$ cat src/rtl/keypad_pkg.sv
// Keypad receive path shared types: event kinds, key codes, event word.
// Imported by the event receiver and its FIFO.
package keypad_pkg;

  localparam logic [1:0] EV_PRESS   = 2'b01;
  localparam logic [1:0] EV_RELEASE = 2'b10;
  localparam logic [1:0] EV_REPEAT  = 2'b11;

  localparam logic [3:0] KEY_0    = 4'd0;
  localparam logic [3:0] KEY_1    = 4'd1;
  localparam logic [3:0] KEY_2    = 4'd2;
  localparam logic [3:0] KEY_3    = 4'd3;
  localparam logic [3:0] KEY_4    = 4'd4;
  localparam logic [3:0] KEY_5    = 4'd5;
  localparam logic [3:0] KEY_6    = 4'd6;
  localparam logic [3:0] KEY_7    = 4'd7;
  localparam logic [3:0] KEY_8    = 4'd8;
  localparam logic [3:0] KEY_9    = 4'd9;
  localparam logic [3:0] KEY_A    = 4'd10;
  localparam logic [3:0] KEY_B    = 4'd11;
  localparam logic [3:0] KEY_C    = 4'd12;
  localparam logic [3:0] KEY_D    = 4'd13;
  localparam logic [3:0] KEY_STAR = 4'd14;
  localparam logic [3:0] KEY_HASH = 4'd15;

  typedef struct packed {
    logic [1:0] ev_type;
    logic [3:0] code;
  } key_event_t;

  typedef enum logic [1:0] {
    ST_IDLE,
    ST_HELD,
    ST_SWITCH
  } rx_state_t;

  function automatic key_event_t mk_event(
    input logic [1:0] t,
    input logic [3:0] c
  );
    key_event_t e;
    e.ev_type = t;
    e.code    = c;
    return e;
  endfunction

endpackage

$ cat src/rtl/event_fifo.sv
// Synchronous FIFO with extra-MSB pointers; reports whether a push landed.
// Ports: clk, rst_n, push/wdata/accepted, pop/rdata/empty.
module event_fifo #(
  parameter int WIDTH = 6,
  parameter int DEPTH = 4
) (
  input  logic             clk,
  input  logic             rst_n,
  input  logic             push,
  input  logic [WIDTH-1:0] wdata,
  output logic             accepted,
  input  logic             pop,
  output logic [WIDTH-1:0] rdata,
  output logic             empty
);

  localparam int AW = $clog2(DEPTH);

  logic [WIDTH-1:0] mem [DEPTH];
  logic [AW:0]      wp;
  logic [AW:0]      rp;
  logic             full;
  logic             do_pop;
  logic             do_push;

  assign empty    = (wp == rp);
  assign full     = (wp[AW] != rp[AW]) &&
                    (wp[AW-1:0] == rp[AW-1:0]);
  assign do_pop   = pop && !empty;
  // Full but popping frees the slot this push writes.
  assign do_push  = push && (!full || do_pop);
  assign accepted = do_push;
  assign rdata    = mem[rp[AW-1:0]];

  always_ff @(posedge clk or negedge rst_n) begin
    if (!rst_n) begin
      wp <= '0;
      rp <= '0;
      for (int i = 0; i < DEPTH; i++) begin
        mem[i] <= '0;
      end
    end else begin
      if (do_push) begin
        mem[wp[AW-1:0]] <= wdata;
        wp <= wp + 1'b1;
      end
      if (do_pop) begin
        rp <= rp + 1'b1;
      end
    end
  end

endmodule

$ cat src/rtl/keypad_event_rx.sv
// Debounces scanner keycodes into PRESS/RELEASE/REPEAT events, queued.
// Ports: keycode in; ev_valid/ev_ready/ev_code/ev_type, held, overflow.
module keypad_event_rx
  import keypad_pkg::*;
#(
  parameter int STABLE_CYCLES = 1024,
  parameter int REPEAT_DELAY  = 0,
  parameter int REPEAT_RATE   = 4096,
  parameter int FIFO_DEPTH    = 4
) (
  input  logic       clk,
  input  logic       rst_n,
  input  logic [4:0] keycode,
  output logic       ev_valid,
  input  logic       ev_ready,
  output logic [3:0] ev_code,
  output logic [1:0] ev_type,
  output logic       held,
  output logic [3:0] held_code,
  output logic       overflow,
  input  logic       clr_ovf
);

  localparam int CW = $clog2(STABLE_CYCLES);
  localparam logic [CW-1:0] CNT_MAX =
    CW'(STABLE_CYCLES - 1);

  localparam int RMAX = (REPEAT_DELAY > REPEAT_RATE) ?
                        REPEAT_DELAY : REPEAT_RATE;
  localparam int RW = (RMAX > 1) ? $clog2(RMAX) : 1;
  localparam logic [RW-1:0] DLY_LAST =
    RW'((REPEAT_DELAY > 0) ? REPEAT_DELAY - 1 : 0);
  localparam logic [RW-1:0] RATE_LAST =
    RW'(REPEAT_RATE - 1);
  localparam logic [RW-1:0] REP_SAT = '1;
  localparam bit REP_EN = (REPEAT_DELAY != 0);

  logic [4:0]    samp;
  logic [4:0]    cand;
  logic [4:0]    stable;
  logic [CW-1:0] cnt;

  rx_state_t     state;
  logic [RW-1:0] rep_cnt;
  logic          rep_on;

  logic          key_up;
  logic          key_new;
  logic          key_same;
  logic          rep_fire;
  logic          push;
  key_event_t    push_ev;
  logic          push_ok;
  key_event_t    head;
  logic          fifo_empty;

  always_ff @(posedge clk or negedge rst_n) begin
    if (!rst_n) begin
      samp   <= '0;
      cand   <= '0;
      stable <= '0;
      cnt    <= '0;
    end else begin
      samp <= keycode;
      if (samp != cand) begin
        cand <= samp;
        cnt  <= '0;
      end else if (cnt == CNT_MAX) begin
        stable <= cand;
      end else begin
        cnt <= cnt + 1'b1;
      end
    end
  end

  // Mutually exclusive so the HELD decoders stay one-hot.
  assign key_up   = !stable[0];
  assign key_new  = stable[0] && (stable[4:1] != held_code);
  assign key_same = stable[0] && (stable[4:1] == held_code);
  // rep_on: first REPEAT already sent, now pacing at REPEAT_RATE.
  assign rep_fire = REP_EN && key_same &&
                    (rep_on ? (rep_cnt == RATE_LAST)
                            : (rep_cnt == DLY_LAST));

  always_comb begin
    push    = 1'b0;
    push_ev = '0;
    unique case (state)
      ST_IDLE: begin
        push    = stable[0];
        push_ev = mk_event(EV_PRESS, stable[4:1]);
      end
      ST_SWITCH: begin
        push    = 1'b1;
        push_ev = mk_event(EV_PRESS, stable[4:1]);
      end
      ST_HELD: begin
        push    = key_up || key_new || rep_fire;
        push_ev = mk_event(rep_fire ? EV_REPEAT : EV_RELEASE,
                           held_code);
      end
      default: ;
    endcase
  end

  always_ff @(posedge clk or negedge rst_n) begin
    if (!rst_n) begin
      state     <= ST_IDLE;
      held      <= 1'b0;
      held_code <= '0;
      rep_cnt   <= '0;
      rep_on    <= 1'b0;
    end else begin
      unique case (state)
        ST_IDLE: begin
          if (stable[0]) begin
            state     <= ST_HELD;
            held      <= 1'b1;
            held_code <= stable[4:1];
            rep_cnt   <= '0;
            rep_on    <= 1'b0;
          end
        end
        ST_SWITCH: begin
          state     <= ST_HELD;
          held      <= 1'b1;
          held_code <= stable[4:1];
          rep_cnt   <= '0;
          rep_on    <= 1'b0;
        end
        ST_HELD: begin
          unique case (1'b1)
            key_up: begin
              state <= ST_IDLE;
              held  <= 1'b0;
            end
            key_new: state <= ST_SWITCH;
            rep_fire: begin
              rep_cnt <= '0;
              rep_on  <= 1'b1;
            end
            default: begin
              if (rep_cnt != REP_SAT) begin
                rep_cnt <= rep_cnt + 1'b1;
              end
            end
          endcase
        end
        default: state <= ST_IDLE;
      endcase
    end
  end

  event_fifo #(
    .WIDTH ($bits(key_event_t)),
    .DEPTH (FIFO_DEPTH)
  ) u_fifo (
    .clk      (clk),
    .rst_n    (rst_n),
    .push     (push),
    .wdata    (push_ev),
    .accepted (push_ok),
    .pop      (ev_ready),
    .rdata    (head),
    .empty    (fifo_empty)
  );

  assign ev_valid = !fifo_empty;
  assign ev_code  = head.code;
  assign ev_type  = head.ev_type;

  always_ff @(posedge clk or negedge rst_n) begin
    if (!rst_n) begin
      overflow <= 1'b0;
    end else if (push && !push_ok) begin
      overflow <= 1'b1;
    end else if (clr_ovf) begin
      overflow <= 1'b0;
    end
  end

endmodule

$ cat config.mk
export PLATFORM = sky130hd
export DESIGN_NAME = keypad_event_rx
export DESIGN_NICKNAME = d
export VERILOG_FILES = /design/src/rtl/keypad_pkg.sv /design/src/rtl/event_fifo.sv /design/src/rtl/keypad_event_rx.sv
export SDC_FILE = /design/constraint.sdc
export NUM_CORES = 1
export LEC_CHECK = 0
export CORE_ASPECT_RATIO = 0.75
export CORE_MARGIN = 3
export CORE_UTILIZATION = 60
export CTS_BUF_LIST = sky130_fd_sc_hd__clkbuf_8
export DETAILED_ROUTE_END_ITERATION = 10
export GPL_TIMING_DRIVEN = 1
export PLACE_DENSITY = 0.89
export SLEW_MARGIN = 20
export SYNTH_ARGS = -nofsm -noshare
export SYNTH_HDL_FRONTEND = slang
export SYNTH_SLANG_ARGS = --single-unit
$ cat constraint.sdc
create_clock -name clk -period 2.3 [get_ports clk]
set_input_delay 0.23 -clock clk [delete_from_list [all_inputs] [get_ports clk]]
set_output_delay 0.23 -clock clk [all_outputs]
set_load 0.02 [all_outputs]
After elaboration in Yosys (flattened, before gate mapping)

Cells that the tools add are included.

Order comparisons: 3
Muxes and demuxes: 20
Bitwise gates (word level): 3
Equal/unequal tests: 12
Reductions and logical operators: 21
Add/sub/neg operators: 3

Operator list:

| kind                                           | count |
|---|---|
| bitwise mux 24 bit                             | 1 |
| 2-to-1 mux 10 bit                              | 2 |
| 2-to-1 mux 6 bit                               | 3 |
| binary-select mux 6 bit (select 2 bit)         | 1 |
| demux 6 bit (select 2 bit)                     | 1 |
| one-hot mux 6 bit (2 select lines)             | 1 |
| adder 10 x 1 -> 10 bit (second input constant) | 1 |
| == test 10 bit (second input constant)         | 1 |
| one-hot mux 4 bit (2 select lines)             | 1 |
| adder 3 x 1 -> 3 bit (second input constant)   | 2 |
| >= comparator 3 bit (second input constant)    | 2 |
| logical AND 1 bit                              | 6 |
| inequality test 2 bit (second input constant)  | 3 |
| inverter 2 -> 3 bit                            | 2 |
| one-hot mux 1 bit (3 select lines)             | 2 |
| one-hot mux 2 bit (3 select lines)             | 1 |
| AND reduction 2 bit                            | 3 |
| inequality test 5 bit                          | 1 |
| zero test 1 bit                                | 4 |
| 2-to-1 mux 1 bit                               | 4 |
| 2-to-1 mux 4 bit                               | 1 |
| inequality test 4 bit                          | 1 |
| one-hot mux 2 bit (2 select lines)             | 1 |
| nonzero test 2 bit                             | 2 |
| other kinds (14)                               | 15 |

Output and inout port bits: 13
Input bits: 9
Bits in registers: 63

Depth between registers and ports, before layout

Gate-level depths: netlist of run 1.

Word-level depth: 8
Mapped depth: 6
Depth with buffers taken out: 5

Modules after synthesis

A second synthesis of run 1 with hierarchy kept.

Cell total of the unflattened synthesis: 228
Area total of the unflattened synthesis: 3051.7 um^2

Modules (own cells, without submodules):

| module          | area each (um^2) | seq. area each (um^2) | cells an instance | times used |
|---|---|---|---|---|
| event_fifo      | 1572.8           | 750.7                 | 96                | 1 |
| keypad_event_rx | 1478.9           | 825.8                 | 132               | 1 |

Worst setup path after synthesis of run 1

Ideal clock, no wire load.

Path type: register to register
Start: register held_code[1]
End: register u_fifo.wp[1]
Path buffers: 0
Arrival: 1.811 ns
Clock period less this slack: 1.935 ns
Path slack: 0.365 ns
Cell stages (with the launch flop): 5
Data required time: 2.175 ns
Cells stage by stage: dfrtp_1 -> xor2_1 -> nor4_4 -> a211oi_1 -> mux2_2

Longest elaborated chain between the ends: 5

Ends and longest elaborated chain:

| what                               | RTL line               | source |
|---|---|---|
| start: declaration                 | keypad_event_rx.sv:19  | `output logic [3:0] held_code,` |
| start signal: assignment           | keypad_event_rx.sv:119 | `held_code <= stable[4:1];` |
| start signal: assignment           | keypad_event_rx.sv:127 | `held_code <= stable[4:1];` |
| inequality test 4 bit              | keypad_event_rx.sv:78  | `assign key_new = stable[0] && (stable[4:1] != held_code);` |
| logical AND 1 bit                  | keypad_event_rx.sv:78  |  |
| logical OR 1 bit                   | keypad_event_rx.sv:98  | `push = key_up \|\| key_new \|\| rep_fire;` |
| one-hot mux 1 bit (3 select lines) | keypad_event_rx.sv:88  | `unique case (state)` |
| logical AND 1 bit                  | event_fifo.sv:31       | `assign do_push = push && (!full \|\| do_pop);` |
| end signal: assignment             | event_fifo.sv:45       | `wp <= wp + 1'b1;` |
| end: declaration                   | event_fifo.sv:20       | `logic [AW:0] wp;` |

No other way between the ends.
A chain may end at the register's enable or synchronous reset.

Worst setup path in the final report of run 1

Start: register u_fifo.rp[0]
End: output port ev_code[3]

Longest elaborated chain between the ends: 4

Ends and longest elaborated chain:

| what                                                | RTL line              | source |
|---|---|---|
| start: declaration                                  | event_fifo.sv:21      | `logic [AW:0] rp;` |
| start signal: assignment                            | event_fifo.sv:48      | `rp <= rp + 1'b1;` |
| inverter 2 -> 3 bit (implied by the code)           | event_fifo.sv:33      | `assign rdata = mem[rp[AW-1:0]];` |
| binary-select mux 6 bit (select 2 bit)              | event_fifo.sv:33      |  |
| 2-to-1 mux 6 bit (implied by the code) (2 in a row) | event_fifo.sv:33      |  |
| end: declaration                                    | keypad_event_rx.sv:16 | `output logic [3:0] ev_code,` |

No other way between the ends. The select of a mux whose other input is x is not followed.

==> impl_metrics.yaml, run 1 <==
outcome:
  status: "finished clean"
grt:
  track_usage: 0.214
  grt_pass1_wl_um: 8990
  grt_max_degree: 32
  grt_pass1_vias: 1821
  antenna_found_initial: 0
  grt_remaining_overflow: 0
clock_tree:
  h-tree-depth: 3
  clk_latency_ps: 330
  cts_buffers: 9
  clk_path_buf_depth: 2
  postCtsSetupBuffers: 0
  cts-root-buf: "clkbuf_8"
  cts.clk_slew.worst_paths_ps: 60
  cts_tree: "done"
  cts.sinks: 63
cells_and_area:
  antenna_cells: 0
  finalNetCount: 271
  multi_input_area_um2: 1290
  register_area_um2: 1580
  utilization: 0.744
  area_delta_synth_final_pct: 15.9
  drive_gt1_frac: 0.285
  final_area_um2: 3420
  fillers: 273
timing:
  tightest_slew_ps: 679
  slew_headroom: 0.547
  tns_ps: 0
  finalHoldViolCount: 0
  finalMaxSlewViolations: 0
  rsz0062_at_grt: "no"
  clock_skew_ps: 4.87
  fin_crit_sh: 0.942
  fmax_mhz: 461
  period_minus_slack_ps: 2170
  setup_viol: 0
synth:
  syn_area_per_cell_um2: 13.0
  synthTopCellsByCount: "dfrtp_1, mux2_2, xnor2_1"
  yosysWarnings: 0
  synth.top_cell.area_share: 0.534
  yosysMostFrequentCell: "dfrtp_1"
  ys_seq_elements: 63
  ys_async_sr_fraction: 1.00
  netlist_area_um2: 2950
  ys_types: 38
  synth_edf_count: 0
  yosys.area.top_type: "dfrtp_1"
  synth_nets: 242
  synthMuxAreaShare: 0.186
  synth_top_family_by_area: "multiplexers"
  synthSimpleGateAreaFrac: 0.0864
  synth_flop_cell: "dfrtp_1"
  synth_xor_area_frac: 0.0534
  synth_fa_ha_area_frac: 0.0254
  synth_cells: 227
  synth_compound_area_frac: 0.0847
  synth.area.top_cells: "dfrtp_1, mux2_2, mux4_2, xnor2_1, a211oi_4"
  ys_seq_area_frac: 0.534
floorplan:
  rows: 21
  dieArea_um2: 5810
  initial_core_util: 0.642
  chipHeight_um: 66.8
  core_area_um2: 4600
  die_x_um: 87.0
  io_pins: 22
place:
  port_buffers: 21
  place_area_um2: 3250
  dp_hpwl_um: 3750
  finalWeightedCongestion: 0.811
route:
  dr.pass1.iters: 4
  final_antenna_net_count: 0
  drc_errors: 0
  wl_per_cell_um: 16.7
  num_vias: 1825
  drtIter0Drc: 104
  vias_per_cell: 5.76
  wl_um: 5290
flow_run:
  maxCapViolCount: 0
power:
  finalPower_mw: 2.29
  leakagePower_nw: 1.53
  ir_drop_mv: 0.524
  powerDensity_nw_per_um2: 670
worst_setup_path:
  worst_setup_path_end_kind: "output port"
  crit_fanout: 9
  startpoint_type: "flop"
  crit_required_ps: 2070
  crit_type: "flop to output port"
  critical_path_arrival_ps: 1940
hold_path:
  worstHoldPathType: "primary input to flop"
[stage by stage]
step	hold slack, ps	setup WS (ps)	instances
4_1_cts	316	105	317
6_report	338	132	317
5_1_grt	320	29.9	317
2_1_floorplan	-65.6	365	227
3_5_place_dp	321	261	301
3_3_place_gp	308	322	301
[layout make-up]
type,count,share of cell area
repair buffers,31,0.0826
flip-flops and latches,63,0.461
inverters,9,0.00987
clock buffers,10,0.0402
well taps,57,0.0208
multi-input cells,142,0.378
clock inverters,5,0.00804
[state kept, by name (all words and copies together) (netlist names)]
signal      flops
held            1
u_fifo.wp       3
cand            5
samp            5
cnt            10
stable          5
u_fifo.rp       3
overflow        1
state           2
u_fifo.mem     24
held_code       4
[path summary, 6_finish.rpt]
path | from | endpoint | slack [ps] | cells past startpoint
worst max register to register | state[1] | u_fifo.mem[1] | 240 | 4
min in group asynchronous | rst_n | cnt[4] | 470 | 2
worst min-delay path | keycode[3] | samp[3] | 340 | 1
max in group asynchronous | rst_n | u_fifo.mem[1] | 1100 | 3
worst min register to register | samp[0] | cand[0] | 390 | 0
worst max-delay path | u_fifo.rp[0] | ev_code[3] | 130 | 3
[layer usage]
metal  vias up  routed length (µm)  track usage
li1        865                   -            -
met4         0                  86       0.0681
met3        10                 249       0.0902
met1       913                2510        0.290
met5         -                   0            0
met2        37                2450        0.313
[worst max-delay path, stage by stage, from the launching register on]
cell	delay [ps]
dfrtp_1	320
buf_4	200
mux4_2	530
clkdlybuf4s50_1	550
[repair_timing]
item	4_1_cts	5_1_grt
hold endpoints to repair	29	0
hold buffers	1	0
resized for setup	0	0
[logic make-up after synthesis]
kind of cell | Yosys count
flops | 63
buf+inv | 22
fa+ha+maj | 6
mux | 43
simple gates | 45
xor+xnor | 18
compound gates | 30
[where the power goes]
group,switching [mW],internal (mW),total [mW]
clock,0.387,0.404,0.790
sequential,0.0232,1.15,1.17
combinational,0.169,0.165,0.334
[placed cells by master, fill, tap and decap left out, drive strengths merged]
| cell | instances |
|---|---|
| o21ba | 2 |
| inv | 11 |
| mux4 | 6 |
| a21oi | 2 |
| nor4 | 1 |
| clkinv | 1 |
| ha | 6 |
| dfrtp | 63 |
| buf | 10 |
| or3 | 1 |
| and2 | 1 |
| nand3b | 4 |
| clkbuf | 10 |
| a31oi | 1 |
| xnor2 | 12 |
| a22o | 1 |
| o211ai | 1 |
| nand2b | 1 |
| and3 | 2 |
| nor3 | 4 |
| nor2 | 8 |
| nor2b | 1 |
| o21ai | 11 |
| xor2 | 6 |
| a211oi | 8 |
| nor4bb | 1 |
| dlygate4sd3 | 1 |
| and4 | 2 |
| nand2 | 9 |
| mux2i | 2 |
| clkdlybuf4s50 | 20 |
| or2 | 1 |
| nand4 | 3 |
| nand3 | 6 |
| a31o | 1 |
| o2bb2ai | 1 |
| mux2 | 35 |
| clkinvlp | 2 |
| o21bai | 2 |
Note: power is estimated with default switching activity, not from simulation.
==> run 2: changes to the inputs <==
- CTS_CLUSTER_DIAMETER: default -> 200
==> results of run 2 <==
Same layout as run 1: the final DEF is identical, and so are final timing and power.
==> run 3: changes to the inputs <==
==> constraint.sdc (replaced) <==
create_clock -name clk -period 2.3 [get_ports clk]
set_input_delay 0.46 -clock clk [delete_from_list [all_inputs] [get_ports clk]]
set_output_delay 0.46 -clock clk [all_outputs]
set_load 0.02 [all_outputs]
==> run 3 against run 2 <==
Effect of this change:
- global-route usage decreased by 0.32 points
- combinational power decreased by 6%
- register-to-register slack improved by 80 ps
- clock power increased by 34%
- sequential cell count unchanged
- final area increased by 1.8%
- clock skew increased by 3.7 ps
- final cell count decreased by 0.32%
- critical endpoint unchanged
==> impl_metrics.yaml, run 3 (synthesized netlist as in run 1, its figures left out) <==
worst_setup_path:
  critical_path_arrival_ps: 1700
  reg2reg_depth: 6
  startpoint_type: "flop"
  crit_required_ps: 1840
  crit_type: "flop to output port"
  critPathBufInv: 2
  slowest_stage: "mux4_2"
  r2r_slack_ps: 320
  worst_setup_path_end_kind: "output port"
  cp.depth: 3
  path_cells: "buf_12 -> mux4_2 -> dlygate4sd2_1"
  crit_fanout: 9
  slowest_delay_ps: 500
  critPathTopFamily: "multiplexers"
place:
  port_buffers: 21
  finalWeightedCongestion: 0.772
  dp_hpwl_um: 3620
grt:
  antenna_found_initial: 0
  grt_max_degree: 64
  grt_pass1_wl_um: 9030
  track_usage: 0.211
  grt_remaining_overflow: 0
  grt_pass1_vias: 1883
timing:
  slew_headroom: 0.629
  holdWs_ps: 101
  setup_viol: 0
  rsz0062_at_grt: "no"
  fmax_mhz: 462
  tightest_slew_ps: 551
  fin_crit_sh: 0.940
  clock_skew_ps: 8.55
  tns_ps: 0
  finalHoldViolCount: 0
  period_minus_slack_ps: 2160
  finalMaxSlewViolations: 0
cells_and_area:
  layout_commonest_cell: "dfrtp_1"
  area_delta_synth_final_pct: 18.0
  largest_reg_flops: 24
  largest_registers: "u_fifo.mem x24, cnt x10"
  mostFrequentLayoutCells: "dfrtp_1, mux2_2, clkdlybuf4s50_1"
  drive_gt1_frac: 0.293
  regMostFlops: "u_fifo.mem"
  utilization: 0.758
  finalNetCount: 269
  antenna_cells: 0
power:
  ir_drop_mv: 0.813
  power_frac_comb: 0.122
  powerDensity_nw_per_um2: 740
  switching_share: 0.241
  power.share.sequential: 0.467
  internal_power_mw: 1.96
  p_clk_frac: 0.410
  switchingPower_mw: 0.620
  leakagePower_nw: 1.58
clock_tree:
  postCtsSetupBuffers: 0
  cts_buffers: 9
  cts-root-buf: "clkbuf_8"
  cts_tree: "done"
  cts.clk_slew.worst_paths_ps: 70
  clk_path_buf_depth: 2
  cts.sinks: 63
  h-tree-depth: 3
  cts_resized: 7
  hold_buffers: 0
  clk_latency_ps: 340
route:
  dr.pass1.iters: 5
  wl_per_cell_um: 16.9
  num_vias: 1851
  drtIter0Drc: 84
  drc_errors: 0
  wl_um: 5330
  vias_per_cell: 5.86
  final_antenna_net_count: 0
floorplan:
  dieArea_um2: 5810
  io_pins: 22
  die_x_um: 87.0
  chipHeight_um: 66.8
  rows: 21
  core_area_um2: 4600
  initial_core_util: 0.642
flow_run:
  maxCapViolCount: 0
hold_path:
  worstHoldPathType: "primary input to async pin"
outcome:
  status: "finished clean"
run 3: worst paths after layout:
path                            endpoint          from
min                               cnt[6]         rst_n
max                           ev_code[3]  u_fifo.rp[0]
max in group asynchronous      stable[2]         rst_n
min reg2reg                      cand[1]       samp[1]
max reg2reg                u_fifo.mem[3]  u_fifo.rp[0]
min in group clk                 cand[1]       samp[1]
run 3: final cells by class:
cell class / instances / area [µm²]
fillers: 301 / 1110
flip-flops and latches: 63 / 1580
clock buffers: 10 / 138
well taps: 57 / 71.3
repair buffers: 29 / 285
clock inverters: 6 / 85.1
inverters: 9 / 33.8
multi-input cells: 142 / 1290
run 3: layer usage:
metal  part of all wire  GRT usage  routed length [µm]  vias to the layer above
met2               0.49      0.324                2590                       41
met5                  0          0                   0                        -
met1               0.46      0.281                2460                      945
met3              0.044     0.0593                 232                        4
met4             0.0075     0.0934                  40                        0
li1                   -          -                   -                      861
run 3: stage by stage:
stage | setup WS (ps) | instances | total power, mW | area, µm²
final | 137 | 316 | 2.58 | 3480
after CTS | 34.3 | 316 | 2.60 | 3480
after floorplan | 365 | 227 | 1.42 | 2950
after detailed placement | 127 | 300 | 1.54 | 3270
after global placement | 166 | 300 | 1.54 | 3270
after global routing | 47.5 | 316 | 2.69 | 3480
run 3: power groups by stage:
stage | Sequential (mW) | Clock, mW | Combinational (mW)
after floorplan | 1.19 | 0 | 0.233
after global placement | 1.22 | 0 | 0.315
after detailed placement | 1.22 | 0 | 0.321
after CTS | 1.20 | 1.08 | 0.322
after global routing | 1.21 | 1.13 | 0.348
final | 1.20 | 1.06 | 0.315
